### config.mk
export PLATFORM = sky130hd
export DESIGN_NAME = mem_lsu
export DESIGN_NICKNAME = d
export VERILOG_FILES = /design/src/rtl/mem_lsu.sv
export SDC_FILE = /design/constraint.sdc
export NUM_CORES = 1
export LEC_CHECK = 0
export ABC_CLOCK_PERIOD_IN_PS = 1950
export CORE_ASPECT_RATIO = 1.4
export CORE_MARGIN = 2
export CORE_UTILIZATION = 25
export CTS_CLUSTER_DIAMETER = 60
export DETAILED_ROUTE_END_ITERATION = 12
export GPL_TIMING_DRIVEN = 0
export SLEW_MARGIN = 20
export SYNTH_ARGS = -nofsm -noshare
export SYNTH_HDL_FRONTEND = slang
export SYNTH_SLANG_ARGS = --single-unit
### constraint.sdc
create_clock -name clk -period 1.95 [get_ports clk]
set_input_delay 0.195 -clock clk [delete_from_list [all_inputs] [get_ports clk]]
set_output_delay 0.195 -clock clk [all_outputs]
set_load 0.05 [all_outputs]
### src/rtl/mem_lsu.sv
// mem_lsu: load/store unit bridging a single-issue request port to a
// word-addressed bus with byte lane masks.
// Flow: IDLE accepts one request. An aligned request goes to BUS, which
// holds the access until the bus acks it. RESP then reports the result
// for exactly one cycle and returns to IDLE.
// A misaligned request skips the bus and goes straight to RESP with an
// address exception.
// Optional feature: define MEM_LSU_BUS_TIMEOUT_EN to abort a bus access
// that has not been acked after TIMEOUT_CYCLES cycles. The aborted access
// completes with a bus error.
module mem_lsu #(
  parameter int ADDR_W         = 32,
  parameter int TIMEOUT_CYCLES = 255
) (
  input  logic              clk,
  input  logic              rst,
  input  logic              req_valid_i,
  output logic              req_ready_o,
  input  logic              req_we_i,
  input  logic [1:0]        req_size_i,
  input  logic              req_sext_i,
  input  logic [ADDR_W-1:0] req_addr_i,
  input  logic [31:0]       req_wdata_i,
  input  logic [4:0]        req_wreg_i,
  output logic              bus_req_o,
  output logic              bus_we_o,
  output logic [ADDR_W-1:0] bus_addr_o,
  output logic [3:0]        bus_mask_o,
  output logic [31:0]       bus_wdata_o,
  input  logic [31:0]       bus_rdata_i,
  input  logic              bus_ack_i,
  output logic              resp_valid_o,
  output logic [31:0]       resp_rdata_o,
  output logic [4:0]        resp_wreg_o,
  output logic              resp_wreg_we_o,
  output logic              exc_adel_o,
  output logic              exc_ades_o,
  output logic              exc_buserr_o,
  output logic [ADDR_W-1:0] bad_addr_o,
  output logic              stall_o
);

  typedef enum logic [1:0] {
    S_IDLE,
    S_BUS,
    S_RESP
  } state_t;

  state_t state, state_nx;

  // Request fields kept for the whole transaction
  logic              load_q;
  logic [1:0]        size_q;
  logic              sext_q;
  logic [ADDR_W-1:0] addr_q;
  logic [4:0]        wreg_q;

  // Registered bus-side drive
  logic              bus_req_q;
  logic              bus_we_q;
  logic [ADDR_W-1:0] bus_addr_q;
  logic [3:0]        bus_mask_q;
  logic [31:0]       bus_wdata_q;

  // Completion status presented during RESP
  logic [31:0]       rdata_q;
  logic              adel_q;
  logic              ades_q;
  logic              buserr_q;

  logic accept;
  logic misal;
  logic ack_done;
  logic timeout_hit;

  // A half must be 2-byte aligned and a word 4-byte aligned. The reserved
  // size never has a legal alignment.
  function automatic logic is_misaligned(input logic [1:0] size, input logic [1:0] off);
    logic bad;
    case (size)
      2'b00:   bad = 1'b0;
      2'b01:   bad = off[0];
      2'b10:   bad = |off;
      default: bad = 1'b1;
    endcase
    return bad;
  endfunction

  function automatic logic [3:0] lane_mask(input logic [1:0] size, input logic [1:0] off);
    logic [3:0] m;
    case (size)
      2'b00:   m = 4'b0001 << off;
      2'b01:   m = 4'b0011 << off;
      default: m = 4'b1111;
    endcase
    return m;
  endfunction

  // Replicate narrow store data across the word. Whichever lanes the mask
  // enables then carry the right bytes.
  function automatic logic [31:0] store_data(input logic [1:0] size, input logic [31:0] wd);
    logic [31:0] d;
    case (size)
      2'b00:   d = {4{wd[7:0]}};
      2'b01:   d = {2{wd[15:0]}};
      default: d = wd;
    endcase
    return d;
  endfunction

  // Pick the addressed lane out of the bus word, then zero- or sign-extend
  // it to 32 bits.
  function automatic logic [31:0] load_extract(input logic [31:0] word, input logic [1:0] size,
                                               input logic [1:0] off, input logic sext);
    logic [31:0]        sh;
    logic signed [7:0]  b;
    logic signed [15:0] h;
    logic signed [31:0] r;
    sh = word >> {off, 3'b000};
    b  = sh[7:0];
    h  = sh[15:0];
    case (size)
      2'b00:   r = sext ? 32'(b) : {24'd0, b};
      2'b01:   r = sext ? 32'(h) : {16'd0, h};
      default: r = word;
    endcase
    return r;
  endfunction

  assign accept   = req_valid_i && (state == S_IDLE);
  assign misal    = is_misaligned(req_size_i, req_addr_i[1:0]);
  assign ack_done = (state == S_BUS) && bus_ack_i;

`ifdef MEM_LSU_BUS_TIMEOUT_EN
  localparam logic [15:0] TO_LAST = 16'(TIMEOUT_CYCLES - 1);

  logic [15:0] to_cnt;

  // An ack on the same edge as expiry takes priority over the timeout.
  assign timeout_hit = (state == S_BUS) && !bus_ack_i && (to_cnt == TO_LAST);

  // Count bus-wait cycles. The count restarts with every accepted request.
  always_ff @(posedge clk) begin
    if (rst) begin
      to_cnt <= '0;
    end else if (accept) begin
      to_cnt <= '0;
    end else if ((state == S_BUS) && !bus_ack_i && !timeout_hit) begin
      to_cnt <= to_cnt + 16'd1;
    end
  end
`else
  assign timeout_hit = 1'b0;
`endif

  // State register
  always_ff @(posedge clk) begin
    if (rst) begin
      state <= S_IDLE;
    end else begin
      state <= state_nx;
    end
  end

  // Next-state logic
  always_comb begin
    state_nx = state;
    case (state)
      S_IDLE: if (accept) state_nx = misal ? S_RESP : S_BUS;
      S_BUS:  if (ack_done || timeout_hit) state_nx = S_RESP;
      S_RESP: state_nx = S_IDLE;
      default: state_nx = S_IDLE;
    endcase
  end

  // Transaction registers: latch the request, drive the bus, capture the result
  always_ff @(posedge clk) begin
    if (rst) begin
      load_q      <= 1'b0;
      size_q      <= 2'b00;
      sext_q      <= 1'b0;
      addr_q      <= '0;
      wreg_q      <= '0;
      bus_req_q   <= 1'b0;
      bus_we_q    <= 1'b0;
      bus_addr_q  <= '0;
      bus_mask_q  <= '0;
      bus_wdata_q <= '0;
      rdata_q     <= '0;
      adel_q      <= 1'b0;
      ades_q      <= 1'b0;
      buserr_q    <= 1'b0;
    end else if (accept) begin
      load_q   <= !req_we_i;
      size_q   <= req_size_i;
      sext_q   <= req_sext_i;
      addr_q   <= req_addr_i;
      wreg_q   <= req_wreg_i;
      rdata_q  <= '0;
      adel_q   <= misal && !req_we_i;
      ades_q   <= misal && req_we_i;
      buserr_q <= 1'b0;
      if (misal) begin
        bus_req_q   <= 1'b0;
        bus_we_q    <= 1'b0;
        bus_addr_q  <= '0;
        bus_mask_q  <= '0;
        bus_wdata_q <= '0;
      end else begin
        bus_req_q   <= 1'b1;
        bus_we_q    <= req_we_i;
        bus_addr_q  <= {req_addr_i[ADDR_W-1:2], 2'b00};
        bus_mask_q  <= lane_mask(req_size_i, req_addr_i[1:0]);
        bus_wdata_q <= req_we_i ? store_data(req_size_i, req_wdata_i) : 32'd0;
      end
    end else if (ack_done || timeout_hit) begin
      bus_req_q   <= 1'b0;
      bus_we_q    <= 1'b0;
      bus_addr_q  <= '0;
      bus_mask_q  <= '0;
      bus_wdata_q <= '0;
      if (ack_done) begin
        rdata_q <= load_q ? load_extract(bus_rdata_i, size_q, addr_q[1:0], sext_q) : 32'd0;
      end else begin
        buserr_q <= 1'b1;
      end
    end
  end

  // Output decode: response and exception signals are visible only in RESP
  always_comb begin
    req_ready_o    = (state == S_IDLE);
    stall_o        = (state != S_IDLE);
    bus_req_o      = bus_req_q;
    bus_we_o       = bus_we_q;
    bus_addr_o     = bus_addr_q;
    bus_mask_o     = bus_mask_q;
    bus_wdata_o    = bus_wdata_q;
    resp_valid_o   = 1'b0;
    resp_rdata_o   = '0;
    resp_wreg_o    = '0;
    resp_wreg_we_o = 1'b0;
    exc_adel_o     = 1'b0;
    exc_ades_o     = 1'b0;
    exc_buserr_o   = 1'b0;
    bad_addr_o     = '0;
    if (state == S_RESP) begin
      resp_valid_o   = 1'b1;
      resp_rdata_o   = rdata_q;
      resp_wreg_o    = wreg_q;
      resp_wreg_we_o = load_q && !(adel_q || ades_q || buserr_q);
      exc_adel_o     = adel_q;
      exc_ades_o     = ades_q;
      exc_buserr_o   = buserr_q;
      if (adel_q || ades_q || buserr_q) bad_addr_o = addr_q;
    end
  end

endmodule

After elaboration in Yosys (flattened, before gate mapping) --
Index checks and enable logic that the tools add are counted.
Storage, ports and cells: flip-flop bits (word level) 147, latch bits 0, RAM bits 0, bits in read-only memories 0, input port bits 109, output and inout port bits 146, logic and storage cells 73, memories 0
Cells by class: add/subtract/negate cells 0, multipliers 0, div/mod/pow operators 0, order comparisons 0, equality and inequality tests 7, shift operators 3, mux-type cells 33, bitwise gates (word level) 0, reductions and logical operators 16
Operator list (count):
- $mux 32 | 12
- $pmux 32 s2 | 2
- $shr 32x5->16 | 1
- $mux 4 | 3
- $mux 1 | 9
- $pmux 4 s2 | 1
- $eq 2x1->1 const B | 3
- $logic_not 2->1 | 3
- $mux 2 | 3
- $logic_and 1x1->1 | 5
- $mux 5 | 1
- $eq 2x2->1 const B | 2
- $pmux 2 s2 | 1
- $reduce_bool 2->1 | 2
- $reduce_or 2->1 | 2
- $shl 1x2->4 const A | 1
- $shl 2x2->4 const A | 1
- $pmux 1 s3 | 1
- $logic_not 1->1 | 2
- $ne 2x1->1 const B | 1
- $ne 2x2->1 const B | 1
- $reduce_and 2->1 | 1
- $logic_or 1x1->1 | 1

Longest topological paths before layout --
depth in word-level cells 5, gate-level depth with buffers 8, mapped depth without buffers 4

Least setup slack after synthesis --
OpenSTA, ideal clock, no wires.
kind reg-to-reg, start register state[0], end register addr_q[28], setup time 0.071 ns, arrival 1.990 ns, data required time 1.879 ns, setup slack -0.111 ns, stages on the path, launching flop included 8, path buffers 3, clock period less this slack 2.061 ns, cell sequence dfxtp_1 buf_6 nor2_1 and2_1 clkbuf_1 clkbuf_1 nand2_1 a21oi_1
Between the ends: longest elaborated chain between the ends 2
Ends and longest elaborated chain:
- start, declared | line 49 | state_t state, state_nx;
- start signal, assigned | line 161 | state <= state_nx;
- $logic_not 2->1
- via req_ready_o | line 18 | output logic req_ready_o,
- $logic_and 1x1->1 | line 130 | assign accept = req_valid_i && (state == S_IDLE);
- end signal, assigned | line 197 | addr_q <= req_addr_i;
- end, declared | line 55 | logic [ADDR_W-1:0] addr_q;
The timed path passes the listed nets, and every way through them passes these cells. A chain may end at the register's enable or synchronous reset.

Final worst setup path --
start register state[1], end output port bad_addr_o[1]
Between the ends: longest elaborated chain between the ends 2
Ends and longest elaborated chain:
- $eq 2x2->1 | line 247 | if (state == S_RESP) begin
- $mux 32 | line 247
- end, declared | line 39 | output logic [ADDR_W-1:0] bad_addr_o,
No other way between the ends.

==> flow_metrics.py <==
metrics = {
    "worst_setup_path": {
        "cp.buffers_inverters": 3,
        "crit_type": "reg2out",
        "crit_path_top_delay_cell": "dfxtp_4",
        "crit_family": "simple AND/OR/NAND/NOR gates",
        "cp.arrival_ns": 1.74,
        "worstPathRequired_ns": 1.75,
        "cp-end-kind": "primary output",
        "crit_fanout": 8,
        "crit_chain": "nor2b_4 -> nor2b_4 -> buf_12 -> buf_8 -> and2_4 -> buf_8",
        "ff2ff_setup_slack_ns": 0.13,
        "max_stage_delay_ns": 0.38,
        "cp-start-kind": "flip-flop",
    },
    "synth": {
        "ys_types": 50,
        "synth_flop_cell": "dfxtp_1",
        "synthCells": 722,
        "ys_seq_area_frac": 0.457,
        "ys_ff_latch": 145,
        "syn-cell-area_sq_um": 6360,
        "syn_avg_cell_area_sq_um": 8.81,
        "synth_edf_count": 0,
        "ys_warn_count": 0,
        "postSynth.asyncResetShare": 0,
    },
    "floorplanning": {
        "rows": 69,
        "fp.dieArea_sq_um": 26700,
        "initial_core_util": 0.252,
        "core_sq_um": 25200,
        "die_y_um": 193,
        "ios": 255,
        "die_x_um": 139,
    },
    "cells_and_area": {
        "stdcell_area_sq_um": 10200,
        "syn2layout_area_growth_pct": 60.7,
        "mostFrequentLayoutCells": "clkdlybuf4s50_1 (173), dfxtp_1 (142), nand2_1 (102)",
        "drive_gt1_frac": 0.195,
        "final_core_util": 0.405,
        "final_common_cell": "clkdlybuf4s50_1",
        "fin_nets": 1105,
    },
    "clock_network": {
        "h-tree-depth": 4,
        "clock-sinks": 145,
        "clk_path_buf_depth": 2,
        "cts_tree": "built",
        "clk_latency_ns": 0.42,
        "path_clk_slew_ns": 0.06,
        "root_buffer": "clkbuf_16",
        "cts_made_buffers": 17,
    },
    "timing": {
        "hold_viol_final": 0,
        "final.period_utilization": 0.992,
        "tightest_slew_ns": 0.711,
        "fin_crit_ns": 1.93,
        "rsz0062_at_grt": "true",
        "setup_viol": 0,
        "fin_ws_ns": 0.0164,
        "final_max_slew_viol_count": 0,
        "slew-limit-headroom": 0.526,
        "fin_skew_ns": 0.00838,
        "clock.fmax_mhz": 517,
    },
    "run_status": {
        "outcome": "complete, no violations",
    },
    "global_routing": {
        "grt-ovfl-total": 0,
        "grt_use_total": 0.178,
        "grt_pass1_vias": 6237,
        "grt_max_degree": 20,
        "antenna_found_initial": 0,
        "grt_pass1_wl_mm": 36.5,
    },
    "power_and_ir_drop": {
        "leakagePower_nw": 4.15,
        "peakVddDrop_mv": 0.553,
        "powerDensity_nw_per_um2": 806,
        "fin_total_pwr_mw": 8.24,
    },
    "placed_design": {
        "dp_slack_ns": -1.17,
        "placed_cell_area_sq_um": 9250,
        "portBuffers": 248,
        "post-dp-hpwl_mm": 18.4,
        "gp_routability_congestion": 0.837,
    },
    "routing": {
        "dr.pass1.iters": 4,
        "route.detailed.drc": 0,
        "wirelength_mm": 24.3,
        "vias_per_cell": 4.76,
        "ant_nets": 0,
        "wl_per_cell_um": 18.3,
        "drtIter0Drc": 309,
        "vias": 6321,
    },
    "worst_hold_path": {
        "hold_class": "in2reg",
    },
    "flow_run": {
        "maxCapViolCount": 0,
    },
}
## report_power, final
part	internal [mW]	total (mW)	switching, mW
clock	2.44	3.72	1.28
combinational	0.547	1.36	0.810
sequential	3.09	3.16	0.0744
total	6.07	8.24	2.17
## through the flow
stage	hold slack, ns	TNS (ns)	instances
detailed placement	0.442	-85.57	1291
floorplan	0.321	0	724
global placement	0.436	-85.20	1291
global route	0.122	-1.43	1327
finish	0.111	0	1328
CTS	0.0832	-3.12	1325
## layout make-up
class	instances	area, sq um
Clock buffer	23	498
Clock inverter	8	174
Fill cell	2563	15000
Antenna cell	1	2.50
Buffer	66	378
Inverter	10	37.5
Multi-Input combinational cell	501	3200
Sequential cell	145	2910
Timing Repair Buffer	255	2610
Tap cell	319	399
## final timing paths
kind / cells after the start / to / startpoint
worst max-delay path: 6 / bad_addr_o[1] / state[1]
worst min-delay path: 3 / addr_q[0] / req_addr_i[0]
worst max register to register: 5 / rdata_q[14] / state[1]
worst min register to register: 2 / wreg_q[4] / wreg_q[4]
## routing by layer
| metal | vias up | track usage | share of wire |
|---|---|---|---|
| li1 | 3078 | - | - |
| met1 | 2961 | 0.196 | 0.39 |
| met2 | 251 | 0.319 | 0.51 |
| met3 | 31 | 0.0573 | 0.076 |
| met4 | 0 | 0.0695 | 0.025 |
| met5 | - | 0 | 0 |
## Yosys cell counts (2+ instances only)
library cell	n	area (sq um)
dfxtp_1	145	2900
nand2_1	102	383
a21oi_1	88	440
and2_1	74	463
a22o_1	46	403
clkbuf_1	32	120
mux2i_1	32	320
o21ai_0	30	150
and3_1	24	150
buf_2	20	100
o2bb2ai_1	16	140
nor2_1	15	56.3
inv_1	10	37.5
o22a_1	9	78.8
nor2b_1	8	50.1
o221ai_1	8	70.1
a221oi_1	7	61.3
buf_1	7	26.3
buf_4	5	37.5
nor3_1	4	20.0
buf_6	3	33.8
nand2b_1	3	18.8
nand3b_1	3	22.5
o21ai_1	3	15.0
nand3_1	2	10.0
or3b_2	2	17.5
## state kept, by name, indices dropped and copies added (netlist names)
register	count
adel_q	1
bus_we_o	1
size_q	2
bus_wdata_o	32
bus_mask_o	4
wreg_q	5
load_q	1
bus_addr_o	30
sext_q	1
bus_req_o	1
state	2
rdata_q	32
ades_q	1
addr_q	32
## cells by family after synthesis
kind of cell | Yosys count | share of synthesized area
other | 1 | 0.000590
buffers and inverters | 78 | 0.0582
XOR/XNOR | 1 | 0.00138
AND/OR/NAND/NOR | 244 | 0.196
AO/OA/AOI/OAI | 219 | 0.231
multiplexers | 34 | 0.0563
flip-flops | 145 | 0.457
## what timing repair did
| item | in CTS | in global routing |
|---|---|---|
| cloned | 3 | 0 |
| setup endpoints to repair | 106 | 98 |
| hold buffers | 0 | 0 |
| pin swaps | 6 | 13 |
| buffers inserted | 2 | 2 |
| endpoints found under the hold margin | 0 | 0 |
| resized for setup | 490 | 77 |
## tightest hold or removal path: cells and delay by family
| kind | cells | cell delay, ns |
|---|---|---|
| AND/OR/NAND/NOR | 1 | 0.07 |
| buffers and inverters | 1 | 0.15 |
| AO/OA/AOI/OAI | 1 | 0.06 |
Note: power is estimated with default switching activity, not from simulation.
